## src/rtl/conv_stream_engine.sv

```systemverilog
// conv_stream_engine
//   Valid-mode 2-D convolution of an IMG x IMG unsigned image with a
//   KER x KER unsigned kernel. The kernel and then the image are streamed
//   into internal buffers. Results come back in raster order over a
//   valid/ready stream.
//   Two evaluation modes:
//     MODE=0 : one tap per cycle
//     MODE=1 : one kernel row per cycle
//   Two narrowing modes:
//     SAT=0  : wrap
//     SAT=1  : saturate
//
// Ports
//   i_clk, i_rst_n           clock, synchronous active-low reset
//   i_start, i_mode, i_sat   run request; mode/sat are latched on accept
//   i_in_valid/o_in_ready    load stream handshake
//   i_in_data                kernel words (raster), then image words (raster)
//   o_out_valid/i_out_ready  result stream handshake
//   o_out                    result narrowed to DW bits
//   o_out_acc                full-precision result
//   o_out_last               high with the final result of a run
//   o_busy                   high whenever not idle
module conv_stream_engine #(
  parameter int DW    = 8,
  parameter int IMG   = 4,
  parameter int KER   = 3,
  parameter int ACC_W = 2*DW + $clog2(KER*KER)
) (
  input  logic             i_clk,
  input  logic             i_rst_n,
  input  logic             i_start,
  input  logic             i_mode,
  input  logic             i_sat,
  input  logic             i_in_valid,
  output logic             o_in_ready,
  input  logic [DW-1:0]    i_in_data,
  output logic             o_out_valid,
  input  logic             i_out_ready,
  output logic [DW-1:0]    o_out,
  output logic [ACC_W-1:0] o_out_acc,
  output logic             o_out_last,
  output logic             o_busy
);
  localparam int NK = KER*KER;
  localparam int NI = IMG*IMG;
  localparam int NW = NK + NI;
  localparam int NO = IMG - KER + 1;
  localparam int LW = (NW > 1) ? $clog2(NW) : 1;
  localparam int CW = (NO > 1) ? $clog2(NO) : 1;
  localparam int KW = (KER > 1) ? $clog2(KER) : 1;

  localparam logic [1:0] S_IDLE = 2'd0;
  localparam logic [1:0] S_LOAD = 2'd1;
  localparam logic [1:0] S_CALC = 2'd2;
  localparam logic [1:0] S_HOLD = 2'd3;

  logic [1:0]       r_state;
  logic             r_mode, r_sat;
  logic [LW-1:0]    r_ld_cnt;
  logic [CW-1:0]    r_oi, r_oj;    // output coordinate
  logic [KW-1:0]    r_tr, r_tc;    // current tap row/col
  logic [ACC_W-1:0] r_acc;
  logic [NK*DW-1:0] r_kbuf;        // flat buffers, not cleared by reset
  logic [NI*DW-1:0] r_ibuf;

  logic [2*DW-1:0]  w_prod;
  logic [ACC_W-1:0] w_term;
  logic             w_first_tap, w_last_tap, w_last_out;

  // Contribution of this cycle: a single tap (MODE=0) or the whole
  // kernel row r_tr (MODE=1). In MODE=1 r_tc stays 0 and is ignored.
  always_comb begin
    w_term = '0;
    w_prod = '0;
    for (int c = 0; c < KER; c++) begin
      if (r_mode || c == int'(r_tc)) begin
        w_prod = (2*DW)'(r_kbuf[(int'(r_tr)*KER + c)*DW +: DW]) *
                 (2*DW)'(r_ibuf[((int'(r_oi) + int'(r_tr))*IMG + int'(r_oj) + c)*DW +: DW]);
        w_term = w_term + ACC_W'(w_prod);
      end
    end
  end

  assign w_first_tap = (r_tr == '0) && (r_tc == '0);
  assign w_last_tap  = (r_tr == KW'(KER-1)) && (r_mode || r_tc == KW'(KER-1));
  assign w_last_out  = (r_oi == CW'(NO-1)) && (r_oj == CW'(NO-1));

  always_ff @(posedge i_clk) begin
    if (!i_rst_n) begin
      r_state  <= S_IDLE;
      r_mode   <= 1'b0;
      r_sat    <= 1'b0;
      r_ld_cnt <= '0;
      r_oi     <= '0;
      r_oj     <= '0;
      r_tr     <= '0;
      r_tc     <= '0;
      r_acc    <= '0;
    end else begin
      case (r_state)
        S_IDLE: if (i_start) begin
          r_mode   <= i_mode;
          r_sat    <= i_sat;
          r_ld_cnt <= '0;
          r_state  <= S_LOAD;
        end
        S_LOAD: if (i_in_valid) begin
          if (r_ld_cnt < LW'(NK))
            r_kbuf[int'(r_ld_cnt)*DW +: DW] <= i_in_data;
          else
            r_ibuf[(int'(r_ld_cnt) - NK)*DW +: DW] <= i_in_data;
          if (r_ld_cnt == LW'(NW-1)) begin
            r_ld_cnt <= '0;
            r_oi     <= '0;
            r_oj     <= '0;
            r_tr     <= '0;
            r_tc     <= '0;
            r_state  <= S_CALC;
          end else begin
            r_ld_cnt <= r_ld_cnt + 1'b1;
          end
        end
        S_CALC: begin
          // The first tap of each output overwrites the stale sum.
          r_acc <= w_first_tap ? w_term : r_acc + w_term;
          if (w_last_tap) begin
            r_state <= S_HOLD;
          end else if (r_mode || r_tc == KW'(KER-1)) begin
            r_tc <= '0;
            r_tr <= r_tr + 1'b1;
          end else begin
            r_tc <= r_tc + 1'b1;
          end
        end
        S_HOLD: if (i_out_ready) begin
          r_tr <= '0;
          r_tc <= '0;
          if (w_last_out) begin
            r_state <= S_IDLE;
          end else begin
            r_state <= S_CALC;
            if (r_oj == CW'(NO-1)) begin
              r_oj <= '0;
              r_oi <= r_oi + 1'b1;
            end else begin
              r_oj <= r_oj + 1'b1;
            end
          end
        end
        default: r_state <= S_IDLE;
      endcase
    end
  end

  assign o_in_ready  = (r_state == S_LOAD);
  assign o_out_valid = (r_state == S_HOLD);
  assign o_out_last  = (r_state == S_HOLD) && w_last_out;
  assign o_busy      = (r_state != S_IDLE);
  assign o_out_acc   = r_acc;
  assign o_out       = (r_sat && (r_acc[ACC_W-1:DW] != '0)) ? {DW{1'b1}} : r_acc[DW-1:0];

endmodule

```

## config.mk

```make
export PLATFORM = sky130hd
export DESIGN_NAME = conv_stream_engine
export DESIGN_NICKNAME = d
export VERILOG_FILES = /design/src/rtl/conv_stream_engine.sv
export SDC_FILE = /design/constraint.sdc
export NUM_CORES = 1
export LEC_CHECK = 0
export ABC_AREA = 1
export BUFFER_PORTS_ARGS = -buffer_cell sky130_fd_sc_hd__clkbuf_2
export CORE_ASPECT_RATIO = 1.4
export CORE_UTILIZATION = 57
export DETAILED_ROUTE_END_ITERATION = 6
export PLACE_DENSITY = 0.74
export SYNTH_ARGS = -nofsm -noshare
export SYNTH_HDL_FRONTEND = slang
export SYNTH_SLANG_ARGS = --single-unit
```

## constraint.sdc

```tcl
create_clock -name i_clk -period 38.2 [get_ports i_clk]
set_input_delay 1.91 -clock i_clk [delete_from_list [all_inputs] [get_ports i_clk]]
set_output_delay 1.91 -clock i_clk [all_outputs]
set_load 0.05 [all_outputs]
```

==> results.json, run 1 <==
{
  "clk_pin_slew_ps": 70,
  "avgSynthCellArea_um2": 7.59,
  "synth_top_area_cell": "edfxtp_1",
  "grt_antenna_before_repair": 0,
  "grt_max_degree": 101,
  "area_growth_pct": 6.01,
  "ys_seq_elements": 235,
  "synth_top_cell_area_share_pct": 27.8,
  "core_um2": 37400,
  "crit_arrival_ps": 14530,
  "drtIter0Drc": 1704,
  "cpMaxStageDelayCell": "o21ai_0",
  "io_pins": 47,
  "rsz0062_at_grt": "false",
  "r2r_cells": 50,
  "drt-total-wl_mm": 67.7,
  "critPathMaxFanout": 80,
  "initial_utilization_pct": 57.7,
  "die-width_um": 167,
  "postRouteAntennaNets": 0,
  "grt_util_all_layers_pct": 35.2,
  "fillers": 3428,
  "tns_ps": 0,
  "synth_area_um2": 21600,
  "avgViaCountPerCell": 5.81,
  "ys_async_sr_fraction_pct": 0,
  "worstHoldEndpoint": "r_tc[1]$_SDFFE_PN0P_",
  "syn_inst": 2847,
  "synthMostInstantiatedCell": "nor2_1",
  "clock_sinks": 235,
  "synth_ff_type": "edfxtp_1",
  "core.rowCount": 84,
  "synth_cell_types": 54,
  "slowest_delay_ps": 800,
  "insertion_delay_ps": 570,
  "cp_common_cell": "fa_1",
  "post-route-period-util_pct": 36.9,
  "worstPathRequired_ps": 38630,
  "hold_depth": 2,
  "wl_met2_mm": 34.2,
  "synth-edff-count": 200,
  "wl_met1_mm": 23.9,
  "synthTopCellsByCount": "nor2_1, nand2_1, inv_1",
  "critPathLaunchType": "flip-flop",
  "portBuffers": 46,
  "post-route-drc-count": 2,
  "r2r_end": "o_out_acc[18]$_SDFFE_PN0P_",
  "wl_per_cell_um": 20.3,
  "cts_buffers": 25,
  "holdCritStartpoint": "r_tc[1]$_SDFFE_PN0P_",
  "die_h_um": 232,
  "hold_violations": 0,
  "drive_gt1_share_pct": 6.29,
  "regToRegSetupSlack_ps": 24100,
  "grt_pass1_wl_mm": 104,
  "fp.dieArea_um2": 38700,
  "grt_pass1_vias": 19200,
  "hold_buffers": 0,
  "cts_resized": 0,
  "dr.pass1.iters": 7,
  "status": "finished with violations",
  "cp-end-kind": "flip-flop",
  "fmax_mhz": 70.9,
  "violations": "design-rule violations",
  "dp_hpwl_mm": 53.4,
  "clock_skew_ps": 37.5,
  "yosys_warnings": 0,
  "r2r_start": "r_oi$_SDFFE_PN0P_",
  "met3WireLength_mm": 4.25,
  "finalMaxSlewViolations": 0,
  "highest_layer": "met4",
  "cts_htree_levels": 1,
  "num_vias": 19400,
  "ys_seq_area_share_pct": 31.0,
  "critical_path_class": "reg2reg",
  "relSlewSlack_pct": 8.25,
  "n_antenna_cell": 0,
  "post_cts_buffers": 0,
  "cts-root-buf": "clkbuf_16",
  "overflow": 0,
  "synth.area.top_cells": "edfxtp_1, fa_1, nor2_1",
  "syn-num-nets": 3155,
  "period_minus_slack_ps": 14100,
  "hp-class": "reg2reg",
  "setup-violations-final": 0,
  "nets": 3152,
  "cts_tree": "built",
  "gp_congestion": 1.01,
  "tightestPinTransition_ps": 1370,
  "drv_cap": 0,
  "clockBufferDepth": 3
}
[logic make-up (layout without fill, tap and decap cells)]
logic type                 Yosys count  count (layout)  synth area share (%)
DFF                                235             235                  31.0
muxes                                1               1                0.0463
xor gates and xnor gates            14              14                 0.568
adders and majority gates          293             293                  21.8
buffers and inverters              595             609                  10.7
and+or+nand+nor                   1326            1326                  26.0
AOI/OAI and AO/OA                  383             383                  9.92
[area by class of cell]
type	instances	area, um^2	share of cell area (%)
clock inverter	10	92.6	0.404
sequential	235	6710	29.3
timing repair buffer	62	350	1.53
tap	473	592	2.58
clock buffer	34	679	2.97
multi-input combinational	2017	12600	55.0
inverter	503	1890	8.25
[critical path: cells and delay by family (launching register included)]
| kind | cells | cell delay [ps] |
|---|---|---|
| flip-flops | 1 | 330 |
| XOR/XNOR | 1 | 200 |
| buffers and inverters | 10 | 1460 |
| adder cells (fa/ha/maj) | 17 | 7730 |
| AND/OR/NAND/NOR | 14 | 2160 |
| AO/OA/AOI/OAI | 8 | 2100 |
[cells in the final DEF (no fill, tap or decap), types with 3 or more instances in the layout]
master     synthesis  layout
a21boi_0           5       5
clkbuf_16          0      25
xor2_1             7       7
o22ai_1            9       9
inv_1            481     481
edfxtp_1         200     200
nand2_1          482     482
nand2_4            4       4
ha_1             155     154
a31oi_1            3       3
inv_2             18      18
nor3_2             8       8
nor3_1            37      37
nand4_1           26      26
a32oi_1           13      13
nor2_4             4       4
fa_1             138     138
o211ai_1          15      15
a21oi_1          124     124
o221ai_1          15      15
a22oi_1            3       3
dfxtp_1           35      34
and2_1             9       9
o21a_1             6       6
a211oi_1           4       4
clkbuf_2           0      46
buf_4              3      16
nor2_1           536     536
clkinv_1           3       5
xnor2_1            7       7
or2_2             36      36
nand2_2            4       4
nand3b_1          10      10
nand3_1          156     156
inv_6              0       3
clkbuf_1          48       7
o21ai_0          172     172
nor4_1             6       6
o21ai_1            8       8
[worst max path at each step]
stage                         startpoint                          to  slack (ps)  cells past startpoint
finish                 r_oi$_SDFFE_PN0P_  o_out_acc[18]$_SDFFE_PN0P_       24100                     50
global route           r_oj$_SDFFE_PN0P_  o_out_acc[18]$_SDFFE_PN0P_       23260                     49
CTS                 r_tr[0]$_SDFFE_PN0P_  o_out_acc[18]$_SDFFE_PN0P_       24170                     50
detailed placement     r_oi$_SDFFE_PN0P_  o_out_acc[18]$_SDFFE_PN0P_       24180                     50
global placement    r_tr[0]$_SDFFE_PN0P_  o_out_acc[18]$_SDFFE_PN0P_       24440                     50
floorplan           r_tr[0]$_SDFFE_PN0P_  o_out_acc[11]$_SDFFE_PN0P_       26080                     52
[registers in the layout, summed over array words and instances, names as in the netlist]
name and count:
r_oi 1, r_ld_cnt 5, r_mode 1, r_kbuf 72
o_out_acc 20, r_state 2, r_tr 2, r_sat 1
r_ibuf 128, r_oj 1, r_tc 2
[stage by stage]
step	util, %	std cells	instance area (um^2)	hold WS [ps]	worst slack (ps)
5_1_grt	61.2	3334	22900	538	23260
3_3_place_gp	59.1	3290	22100	467	24440
3_5_place_dp	59.1	3290	22100	483	24180
2_1_floorplan	-	2847	21600	457	26080
4_1_cts	61.2	3334	22900	493	24170
6_report	61.2	3334	22900	499	24100
[per-layer routing]
| metal | global-route usage (%) | vias to the layer above |
|---|---|---|
| met5 | 0 | - |
| met4 | 24.5 | 0 |
| met3 | 4.50 | 251 |
| met2 | 64.1 | 835 |
| met1 | 38.0 | 9148 |
| li1 | - | 9123 |
Power of run 1 is not shown: default switching activity piles up to over one toggle a cycle in this logic, so the estimate is an artifact.
==> inputs of run 2 (changes only) <==
clock period = 14.14 ns   (was 38.2 ns; I/O delays follow)
==> results.json, run 2 (same netlist as run 1, synthesis figures left out) <==
{
  "worstPathRequired_ps": 14620,
  "finalMaxSlewViolations": 0,
  "post-route-period-util_pct": 93.0,
  "place_ws_ps": 521,
  "tns_ps": 0,
  "cts_buffers": 26,
  "final_common_cell": "nor2_1",
  "cts-root-buf": "clkbuf_16",
  "grt_antenna_before_repair": 0,
  "fmax_mhz": 76.0,
  "clock_sinks": 235,
  "portBuffers": 46,
  "dp.cells": 3305,
  "post-route-drc-count": 3,
  "r2r_start": "r_tr[0]$_SDFFE_PN0P_",
  "nets": 3179,
  "holdCritStartpoint": "i_mode",
  "core.rowCount": 84,
  "final_cell_mix": "nor2_1, nand2_1, inv_1",
  "cp_common_cell": "inv_1",
  "gp_congestion": 1.01,
  "die-width_um": 167,
  "drtIter0Drc": 1734,
  "area_growth_pct": 7.46,
  "grt_pass1_vias": 19300,
  "cts_htree_levels": 1,
  "critPathBufInv": 13,
  "drive_gt1_share_pct": 7.62,
  "critPathMaxFanout": 33,
  "insertion_delay_ps": 570,
  "worstHoldEndpoint": "r_mode$_SDFFE_PN0P_",
  "num_vias": 19500,
  "crit_arrival_ps": 13640,
  "setup_slack_ps": 984,
  "violations": "design-rule violations",
  "clock_skew_ps": 32.8,
  "core_um2": 37400,
  "grt_pass1_wl_mm": 104,
  "postRouteAntennaNets": 0,
  "relSlewSlack_pct": 20.9,
  "io_pins": 47,
  "avgViaCountPerCell": 5.80,
  "die_h_um": 232,
  "hold_violations": 0,
  "regToRegSetupSlack_ps": 980,
  "r2r_cells": 57,
  "fin_cells": 3362,
  "tightestPinTransition_ps": 1190,
  "top_register": "r_ibuf",
  "critical_path_class": "reg2reg",
  "rsz0062_at_grt": "false",
  "cpMaxStageDelayCell": "fa_1",
  "cts_tree": "built",
  "initial_utilization_pct": 57.7,
  "r2r_end": "o_out_acc[14]$_SDFFE_PN0P_",
  "fp.dieArea_um2": 38700,
  "clockBufferDepth": 3,
  "critPathLaunchType": "flip-flop",
  "largest_register_ffs": 128,
  "n_antenna_cell": 0,
  "crit_start": "r_tr[0]$_SDFFE_PN0P_",
  "status": "finished with violations",
  "final_util_pct": 62.0,
  "hold_buffers": 0,
  "overflow": 0,
  "drv_cap": 0,
  "hp-class": "in2reg",
  "dp_hpwl_mm": 53.9,
  "setup-violations-final": 0,
  "hold_depth": 3,
  "cpLargestDelayFamily": "adder cells",
  "cp-end-kind": "flip-flop",
  "clk_pin_slew_ps": 70,
  "drt-total-wl_mm": 67.6,
  "slowest_delay_ps": 550,
  "grt_util_all_layers_pct": 35.3,
  "grt_max_degree": 44,
  "period_minus_slack_ps": 13160,
  "wl_per_cell_um": 20.1,
  "dr.pass1.iters": 7
}
-- run 2: routing by layer --
| layer | up-vias | global-route usage [%] | wire length (um) |
|---|---|---|---|
| met3 | 234 | 3.89 | 3830 |
| met1 | 9277 | 38.3 | 24300 |
| met4 | 0 | 24.6 | 5260 |
| met5 | - | 0 | 0 |
| li1 | 9178 | - | - |
| met2 | 794 | 64.3 | 34200 |
-- run 2: layout make-up --
| cell class | instances | area (um^2) |
|---|---|---|
| Inverter | 503 | 1900 |
| Clock inverter | 18 | 113 |
| Sequential cell | 235 | 6710 |
| Multi-Input combinational cell | 2017 | 12700 |
| Clock buffer | 28 | 658 |
| Fill cell | 3415 | 14200 |
| Timing Repair Buffer | 88 | 561 |
| Tap cell | 473 | 592 |
-- run 2: worst max path at each step --
stage | end | slack [ps] | depth (start not counted)
finish | o_out_acc[14]$_SDFFE_PN0P_ | 980 | 57
CTS | o_out_acc[14]$_SDFFE_PN0P_ | 500 | 54
floorplan | o_out_acc[11]$_SDFFE_PN0P_ | 2020 | 52
global placement | o_out_acc[14]$_SDFFE_PN0P_ | 650 | 54
global route | o_out_acc[14]$_SDFFE_PN0P_ | 30 | 59
detailed placement | o_out_acc[14]$_SDFFE_PN0P_ | 520 | 54
-- run 2: through the flow --
step | cell area (um^2) | hold WS, ps
6_report | 23200 | 386
5_1_grt | 23200 | 402
4_1_cts | 23000 | 378
3_5_place_dp | 22200 | 481
3_3_place_gp | 22200 | 466
2_1_floorplan | 21600 | 457
-- run 2: worst min-delay path: cells and delay by family --
| family | cells | cell delay (ps) |
|---|---|---|
| and+or+nand+nor | 2 | 110 |
| buffers and inverters | 1 | 80 |
-- run 2: repair_timing --
action | in CTS | in global routing
resized for setup | 0 | 25
endpoints found under the setup margin | 0 | 10
setup buffers | 0 | 11
Power of run 2 is left out for the same reason.
